File: src/rtl/riscv_pkg.sv
// Shared RV32I definitions: ALU control codes, forwarding selects, branch funct3 values.
package riscv_pkg;

    localparam int XLEN = 32;

    typedef enum logic [3:0] {
        ALU_AND  = 4'b0000,
        ALU_OR   = 4'b0001,
        ALU_ADD  = 4'b0010,
        ALU_XOR  = 4'b0011,
        ALU_SLL  = 4'b0100,
        ALU_SRL  = 4'b0101,
        ALU_SUB  = 4'b0110,
        ALU_SRA  = 4'b0111,
        ALU_SLT  = 4'b1000,
        ALU_SLTU = 4'b1001
    } alu_ctrl_t;

    localparam logic [1:0] FWD_REG = 2'b00;
    localparam logic [1:0] FWD_WB  = 2'b01;
    localparam logic [1:0] FWD_MEM = 2'b10;

    localparam logic [2:0] F3_BEQ  = 3'b000;
    localparam logic [2:0] F3_BNE  = 3'b001;
    localparam logic [2:0] F3_BLT  = 3'b100;
    localparam logic [2:0] F3_BGE  = 3'b101;
    localparam logic [2:0] F3_BLTU = 3'b110;
    localparam logic [2:0] F3_BGEU = 3'b111;

endpackage

File: src/rtl/alu.sv
// Combinational RV32I integer ALU; unknown control codes produce zero.
module alu #(
    parameter int XLEN = riscv_pkg::XLEN
) (
    input  logic [XLEN-1:0] a,
    input  logic [XLEN-1:0] b,
    input  logic [3:0]      alu_ctrl,
    output logic [XLEN-1:0] result,
    output logic            zero
);
    import riscv_pkg::*;

    localparam int SHW = $clog2(XLEN);

    logic [SHW-1:0] shamt;
    assign shamt = b[SHW-1:0];

    always_comb begin
        result = '0;
        case (alu_ctrl)
            ALU_AND:  result = a & b;
            ALU_OR:   result = a | b;
            ALU_ADD:  result = a + b;
            ALU_XOR:  result = a ^ b;
            ALU_SLL:  result = a << shamt;
            ALU_SRL:  result = a >> shamt;
            ALU_SUB:  result = a - b;
            ALU_SRA:  result = $signed(a) >>> shamt;
            ALU_SLT:  result = {{(XLEN-1){1'b0}}, $signed(a) < $signed(b)};
            ALU_SLTU: result = {{(XLEN-1){1'b0}}, a < b};
            default:  result = '0;
        endcase
    end

    assign zero = (result == '0);

endmodule

File: src/rtl/ex_stage.sv
// Execute stage: operand forwarding, ALU, branch resolution and the EX/MEM register.
module ex_stage #(
    parameter int XLEN = riscv_pkg::XLEN
) (
    input  logic            clk,
    input  logic            rst_n,
    input  logic            stall_i,
    input  logic            flush_i,
    input  logic            in_valid_i,
    input  logic [3:0]      alu_ctrl_i,
    input  logic [2:0]      funct3_i,
    input  logic [XLEN-1:0] rs1_data_i,
    input  logic [XLEN-1:0] rs2_data_i,
    input  logic [XLEN-1:0] imm_i,
    input  logic [XLEN-1:0] pc_i,
    input  logic            alu_src_i,
    input  logic [1:0]      fwd_a_i,
    input  logic [1:0]      fwd_b_i,
    input  logic [XLEN-1:0] wb_fwd_data_i,
    input  logic [4:0]      rd_i,
    input  logic            reg_write_i,
    input  logic            mem_read_i,
    input  logic            mem_write_i,
    input  logic            mem_to_reg_i,
    input  logic            branch_i,
    output logic            mem_valid_o,
    output logic [XLEN-1:0] mem_alu_result_o,
    output logic [XLEN-1:0] mem_store_data_o,
    output logic [XLEN-1:0] mem_branch_target_o,
    output logic [4:0]      mem_rd_o,
    output logic            mem_reg_write_o,
    output logic            mem_mem_read_o,
    output logic            mem_mem_write_o,
    output logic            mem_mem_to_reg_o,
    output logic            mem_branch_taken_o
);
    import riscv_pkg::*;

    typedef struct packed {
        logic            valid;
        logic [XLEN-1:0] alu_result;
        logic [XLEN-1:0] store_data;
        logic [XLEN-1:0] branch_target;
        logic [4:0]      rd;
        logic            reg_write;
        logic            mem_read;
        logic            mem_write;
        logic            mem_to_reg;
        logic            branch_taken;
    } exmem_t;

    exmem_t q, d;

    logic [XLEN-1:0] op_a, fwd_b, op_b, alu_result;
    logic            br_cond;
    logic            unused_alu_zero;

    // FWD_MEM reads the register output, i.e. the value from before this edge.
    always_comb begin
        case (fwd_a_i)
            FWD_WB:  op_a = wb_fwd_data_i;
            FWD_MEM: op_a = q.alu_result;
            default: op_a = rs1_data_i;
        endcase
        case (fwd_b_i)
            FWD_WB:  fwd_b = wb_fwd_data_i;
            FWD_MEM: fwd_b = q.alu_result;
            default: fwd_b = rs2_data_i;
        endcase
    end

    assign op_b = alu_src_i ? imm_i : fwd_b;

    alu #(.XLEN(XLEN)) u_alu (
        .a        (op_a),
        .b        (op_b),
        .alu_ctrl (alu_ctrl_i),
        .result   (alu_result),
        .zero     (unused_alu_zero)
    );

    always_comb begin
        br_cond = 1'b0;
        case (funct3_i)
            F3_BEQ:  br_cond = (op_a == fwd_b);
            F3_BNE:  br_cond = (op_a != fwd_b);
            F3_BLT:  br_cond = ($signed(op_a) <  $signed(fwd_b));
            F3_BGE:  br_cond = ($signed(op_a) >= $signed(fwd_b));
            F3_BLTU: br_cond = (op_a <  fwd_b);
            F3_BGEU: br_cond = (op_a >= fwd_b);
            default: br_cond = 1'b0;
        endcase
    end

    always_comb begin
        d = '0;
        if (in_valid_i) begin
            d.valid         = 1'b1;
            d.alu_result    = alu_result;
            d.store_data    = fwd_b;
            d.branch_target = pc_i + imm_i;
            d.rd            = rd_i;
            d.reg_write     = reg_write_i;
            d.mem_read      = mem_read_i;
            d.mem_write     = mem_write_i;
            d.mem_to_reg    = mem_to_reg_i;
            d.branch_taken  = branch_i & br_cond;
        end
    end

    always_ff @(posedge clk) begin
        if (!rst_n)
            q <= '0;
        else if (flush_i)
            q <= '0;
        else if (!stall_i)
            q <= d;
    end

    assign mem_valid_o         = q.valid;
    assign mem_alu_result_o    = q.alu_result;
    assign mem_store_data_o    = q.store_data;
    assign mem_branch_target_o = q.branch_target;
    assign mem_rd_o            = q.rd;
    assign mem_reg_write_o     = q.reg_write;
    assign mem_mem_read_o      = q.mem_read;
    assign mem_mem_write_o     = q.mem_write;
    assign mem_mem_to_reg_o    = q.mem_to_reg;
    assign mem_branch_taken_o  = q.branch_taken;

endmodule

File: config.mk
export PLATFORM = sky130hd
export DESIGN_NAME = ex_stage
export DESIGN_NICKNAME = d
export VERILOG_FILES = /design/src/rtl/riscv_pkg.sv /design/src/rtl/alu.sv /design/src/rtl/ex_stage.sv
export SDC_FILE = /design/constraint.sdc
export NUM_CORES = 1
export LEC_CHECK = 0
export ABC_AREA = 1
export BUFFER_PORTS_ARGS = -buffer_cell sky130_fd_sc_hd__buf_2
export CORE_AREA = 5 5 255 257
export DETAILED_ROUTE_END_ITERATION = 8
export DIE_AREA = 0 0 260 262
export REMOVE_ABC_BUFFERS = 1
export SYNTH_ARGS = -nofsm -noshare
export SYNTH_HDL_FRONTEND = slang
export SYNTH_SLANG_ARGS = --single-unit
File: constraint.sdc
create_clock -name clk -period 5.5 [get_ports clk]
set_input_delay 1.1 -clock clk [delete_from_list [all_inputs] [get_ports clk]]
set_output_delay 1.1 -clock clk [all_outputs]
set_load 0.1 [all_outputs]
==> flow_metrics.tcl, run 1 <==
set metrics [dict create \
    clock_skew_ns 0.0315 \
    cts-root-buf "clkbuf_16" \
    drv_cap 0 \
    first_global_vias 21108 \
    wirelength_um 95100 \
    worst_ep_required_time_ns 5.83 \
    finalCriticalPeriod_ns 4.85 \
    first_pass_iters 6 \
    synth.distinct_cells 52 \
    rows 92 \
    nets 3820 \
    dpl.cell_count 4297 \
    status "finished clean" \
    portBuffers 293 \
    clock-sinks 107 \
    ir_drop_mv 0.173 \
    syn_area_mm2 0.0173 \
    fin_ws_ns 0.651 \
    r2r-end "mem_alu_result_o[20]" \
    reg2reg_depth 19 \
    multi_input_area_mm2 0.0134 \
    hp-class "flop to flop" \
    cts_max_level 3 \
    min_to "mem_rd_o[2]" \
    p_per_area_mw_per_mm2 225 \
    final_hold_viol_count 0 \
    end_kind "flop" \
    synth_top_area_share_pct 18.8 \
    core_mm2 0.0625 \
    start_util_pct 27.6 \
    synth_top_area_cell "nand2_1" \
    setup_viol 0 \
    instances_no_fill 4314 \
    p_leak_nw 10.4 \
    rsz0062_at_grt "false" \
    die_y_um 262 \
    seq_area_mm2 0.00214 \
    die_area_mm2 0.0681 \
    fin_tns_setup_ns 0 \
    grt_max_degree 79 \
    pre_cts_ws_ns 0.472 \
    num_vias 23201 \
    fmaxAchievable_ghz 0.206 \
    top_level_ports 294 \
    drt_iter0_markers 2798 \
    whs_path_depth 2 \
    post-cts-setup-buffer-count 0 \
    rrSetupSlack_ns 1.75 \
    clkLatencyLatePin_ns 0.43 \
    clkTransAtPathRegs_ns 0.08 \
    nFillCells 7243 \
    avgSynthCellArea_um2 5.57 \
    vias_per_cell 5.38 \
    ys.flop_type "dfxtp_1" \
    synth_edf_count 0 \
    drc_errors 0 \
    area_growth_pct 22.0 \
    gp_congestion 1.02 \
    ant_nets 0 \
    post_cts_resized 0 \
    path_class "primary input to flop" \
    relSlewSlack_pct 27.3 \
    async_flop_share_pct 0 \
    placed_area_mm2 0.0208 \
    critPathLaunchType "primary input" \
    r2r_start "mem_alu_result_o[17]" \
    clockBufferDepth 2 \
    cts_made_buffers 9 \
    post-dp-hpwl_um 78200 \
    track_usage_pct 26.4 \
    grt_pass1_wl_um 138000 \
    final_area_mm2 0.0211 \
    grt_overflow 0 \
    worstMarginPinSlew_ns 1.09 \
    arrival_ns 5.18 \
    cp_max_fo 13 \
    wl_per_cell_um 22.0 \
    cts_tree "built" \
    syn_inst 3101 \
    antenna_found_initial 0 \
    synth.yosys.seq_area_share_pct 12.4 \
    synthTopCellsByArea "nand2_1 19%, nand3_1 14%, dfxtp_1 12%" \
    die_x_um 260 \
    final_layout_size_suffix_gt1_share_pct 16.9 \
    ys_warn_count 0 \
    hp-start "mem_rd_o[2]" \
    final_max_slew_viol_count 0 \
    min_period_over_period_pct 88.2 \
    ys_ff_latch 107 \
    postCtsHoldBufs 0 \
]
-- worst max-delay path by stage --
stage / end / start / slack, ns / depth (start not counted)
3_5_place_dp: mem_alu_result_o[24] / fwd_b_i[0] / 0.47 / 22
4_1_cts: mem_alu_result_o[24] / fwd_b_i[0] / 0.89 / 22
2_1_floorplan: mem_alu_result_o[31] / fwd_b_i[0] / -0.99 / 22
6_report: mem_alu_result_o[24] / fwd_b_i[0] / 0.65 / 22
5_1_grt: mem_alu_result_o[22] / fwd_b_i[0] / 0.46 / 22
3_3_place_gp: mem_alu_result_o[30] / fwd_a_i[0] / 0.46 / 18
-- sequential cells by signal (all words and copies together), names as in the netlist --
name and flops:
mem_alu_result_o 32, mem_branch_taken_o 1, mem_branch_target_o 32, mem_mem_read_o 1, mem_mem_to_reg_o 1, mem_mem_write_o 1
mem_rd_o 5, mem_reg_write_o 1, mem_store_data_o 32, mem_valid_o 1
-- Yosys cell counts (all sizes together) (13+ instances only) --
cell and n:
nand4 27, o21a 13, inv 276, nor3 29
nor2 205, a221o 27, ha 168, a21oi 322
buf 82, dfxtp 107, o21bai 13, nand3 497
a21o 13, o21ai 236, nand2 871, or2 48
clkbuf 69, o22ai 26
-- placed cells by master, fill, tap and decap left out, drive strengths merged, types with 48 or more instances in the layout --
cell,synthesis,routed
nor2,205,205
buf,82,501
ha,168,168
nand3,497,497
a21oi,322,322
o21ai,236,236
inv,276,277
dfxtp,107,107
or2,48,48
nand2,871,871
-- critical path, cell delays in order --
cell     delay, ns
buf_2         0.09
inv_1         0.04
ha_1          0.34
inv_2         0.17
buf_4         0.24
o21ai_0       0.36
o21ai_0       0.17
ha_1          0.47
inv_1         0.13
nor2_1        0.16
inv_1         0.07
o21ai_0       0.24
nor2_1        0.15
o21ai_0       0.55
nand3_1       0.23
nand4_1       0.13
nand2_1       0.06
nor2_1        0.15
nor2_1        0.07
nand3_1       0.06
nand2_1       0.05
a21oi_1       0.13
-- metal layers --
metal	vias to the layer above	wire length (µm)	share of wire, %	track usage (%)
li1	11192	-	-	-
met1	10784	42700	45	38.0
met2	1104	41800	44	41.6
met3	121	7370	7.7	3.10
met4	0	3190	3.4	7.85
met5	-	0	0	0
-- cells by family after synthesis --
family / after synthesis / share of synthesized area (%)
simple gates: 1694 / 42.2
flops: 107 / 12.4
xor+xnor: 6 / 0.304
fa+ha+maj: 171 / 12.5
compound gates: 694 / 22.5
buf+inv: 429 / 10.0
-- power by group --
part / leakage (nW) / internal, mW / switching, mW
Sequential: 0.865 / 0.791 / 0.0121
Clock: 0.141 / 0.326 / 0.400
Combinational: 9.35 / 1.04 / 2.17
-- stage by stage --
| stage | total power, mW | utilization, % | hold slack [ns] |
|---|---|---|---|
| finish | 4.74 | 33.7 | 0.463 |
| global route | 5.06 | 33.7 | 0.476 |
| CTS | 4.67 | 33.7 | 0.465 |
| detailed placement | 3.94 | 33.2 | 0.452 |
| global placement | 3.96 | 33.2 | 0.449 |
| floorplan | 2.64 | - | 0.883 |
-- cell type report --
| cell class | instances | share of cell area [%] |
|---|---|---|
| Sequential cell | 107 | 10.2 |
| Clock buffer | 10 | 1.13 |
| Multi-Input combinational cell | 2565 | 63.8 |
| Antenna cell | 1 | 0.0119 |
| Tap cell | 846 | 5.02 |
| Timing Repair Buffer | 501 | 14.7 |
| Inverter | 278 | 4.95 |
| Clock inverter | 6 | 0.237 |
Note: power is estimated with default switching activity, not from simulation.
==> run 2: changes to the inputs <==
CORE_AREA = 5 5 264 266   (was 5 5 255 257)
DIE_AREA = 0 0 269 271   (was 0 0 260 262)
SLEW_MARGIN = 25   (was default)
SYNTH_HIERARCHICAL = 1   (was default)
==> run 2 against run 1 <==
  * Total power decreased by 2.1%
  * Global-route usage down 2.8 points
  * Worst setup slack gained 0.10 ns
  * Count of clock-buffer cells in the layout fell by 1
  * Hold slack worse by 0.0042 ns
  * Maximum frequency rose by 2.2%
  * Final area increased by 0.23%
  * Area after synthesis is 7.1% higher
  * Wire length fell by 4.1%
  * Non-clock buffer count fell by 146
  * Critical endpoint is now mem_alu_result_o[29]
  * Largest power group unchanged
==> flow_metrics.tcl, run 2 <==
set metrics [dict create \
    status "finished clean" \
    vias_per_cell 5.31 \
    clkLatencyLatePin_ns 0.40 \
    rsz0062_at_grt "false" \
    clock_skew_ns 0.0172 \
    portBuffers 293 \
    busiest_layer "met2" \
    worst_ep_required_time_ns 5.81 \
    p_leak_nw 11.2 \
    setup_viol 0 \
    final_layout_size_suffix_gt1_share_pct 14.3 \
    num_vias 23694 \
    final_max_slew_viol_count 0 \
    p_per_area_mw_per_mm2 220 \
    cp_top_family "simple AND/OR/NAND/NOR gates" \
    first_pass_iters 6 \
    die_area_mm2 0.0729 \
    nets 3931 \
    grt_max_degree 76 \
    die_x_um 269 \
    final_hold_viol_count 0 \
    top_level_ports 294 \
    end_kind "flop" \
    placed_area_mm2 0.0208 \
    arrival_ns 5.05 \
    final_area_mm2 0.0211 \
    antenna_found_initial 3 \
    final_cell_mix "1066 x nand2_1, 465 x nand3_1, 413 x inv_1" \
    track_usage_pct 23.6 \
    wirelength_um 91100 \
    ant_nets 0 \
    rrSetupSlack_ns 1.75 \
    syn_area_mm2 0.0185 \
    drv_cap 0 \
    drc_errors 0 \
    relSlewSlack_pct 32.6 \
    grtUsageMet3_pct 3.37 \
    grt_overflow 0 \
    gp_congestion 1.03 \
    finalCriticalPeriod_ns 4.75 \
    wl_per_cell_um 20.4 \
    hp-class "flop to flop" \
    die_y_um 271 \
    cts_tree "built" \
    core_mm2 0.0668 \
    cp_slowest_cell "ha_1" \
    start_util_pct 27.7 \
    clkTransAtPathRegs_ns 0.09 \
    path_cells "buf_2 > inv_1 > ha_1 > buf_4 > buf_4 > a221o_1 > o21ai_0 > inv_1 > buf_4 > inv_1 > ha_1 > nand2_1 > nor2_1 > inv_1 > nor3_1 > nand3_1 > nand3_1 > nand3_1 > nand3_1 > nand2_1 > a21oi_1" \
    min_period_over_period_pct 86.3 \
    worst_hold_slack_ns 0.459 \
    cts_made_buffers 9 \
    grt_use_met1_pct 33.7 \
    clock-sinks 107 \
    worstMarginPinSlew_ns 1.01 \
    avgSynthCellArea_um2 5.48 \
    clockBufferDepth 2 \
    cts_max_level 3 \
    syn_inst 3377 \
    postCtsHoldBufs 0 \
    cp_max_fo 17 \
    area_growth_pct 14.2 \
    ys_warn_count 6 \
    post-cts-setup-buffer-count 0 \
    cts-root-buf "clkbuf_16" \
    instances_no_fill 4459 \
    final_common_cell "nand2_1" \
    use_met2_pct 37.3 \
    drt_iter0_markers 3082 \
    post-dp-hpwl_um 74800 \
    dpl.cell_count 4440 \
    cpPeakStageDelay_ns 0.53 \
    ir_drop_mv 0.161 \
    fmaxAchievable_ghz 0.211 \
    first_global_vias 21308 \
    post_cts_resized 0 \
    grt_pass1_wl_um 134000 \
    critPathBufInv 8 \
    critPathLaunchType "primary input" \
    path_class "primary input to flop" \
    rows 95 \
]
[run 2: worst register-to-register path, delay by kind of cell (launching register included)]
kind,cells,cell delay [ns]
flip-flops,1,0.53
AO/OA/AOI/OAI,4,0.83
adder cells (fa/ha/maj),2,0.69
AND/OR/NAND/NOR,10,0.98
buffers and inverters,4,0.59
[run 2: metrics by stage]
step	total power [mW]	TNS, ns	setup WS [ns]	util [%]
after detailed placement	3.84	0	0.457	31.2
after global routing	4.97	0	0.432	31.6
after CTS	4.58	0	0.874	31.6
after floorplan	2.85	-122.94	-4.04	-
after global placement	3.84	0	0.430	31.2
final	4.64	0	0.754	31.6
[run 2: final timing paths]
path | to | start | cells after the start
max reg2reg | mem_alu_result_o[28] | mem_alu_result_o[0] | 20
min | mem_store_data_o[16] | mem_store_data_o[16] | 2
min reg2reg | mem_store_data_o[16] | mem_store_data_o[16] | 2
max | mem_alu_result_o[29] | fwd_a_i[0] | 21
[run 2: layout make-up]
| class | instances | area, µm² |
|---|---|---|
| Inverter | 436 | 1640 |
| Fill cell | 7721 | 45700 |
| Multi-Input combinational cell | 2669 | 13900 |
| Tap cell | 873 | 1090 |
| Clock inverter | 7 | 65.1 |
| Antenna cell | 3 | 7.51 |
| Clock buffer | 9 | 225 |
| Sequential cell | 107 | 2140 |
| Timing Repair Buffer | 355 | 2010 |
[run 2: per-layer routing]
metal	vias to the layer above	wire length, µm
met2	1260	40800
met1	10865	39800
li1	11449	-
met4	0	2420
met3	120	8130
met5	-	0
[run 2: where the power goes]
group | total (mW) | switching, mW | internal (mW)
sequential | 0.807 | 0.0145 | 0.793
combinational | 3.11 | 2.21 | 0.895
clock | 0.728 | 0.405 | 0.323
total | 4.64 | 2.63 | 2.01
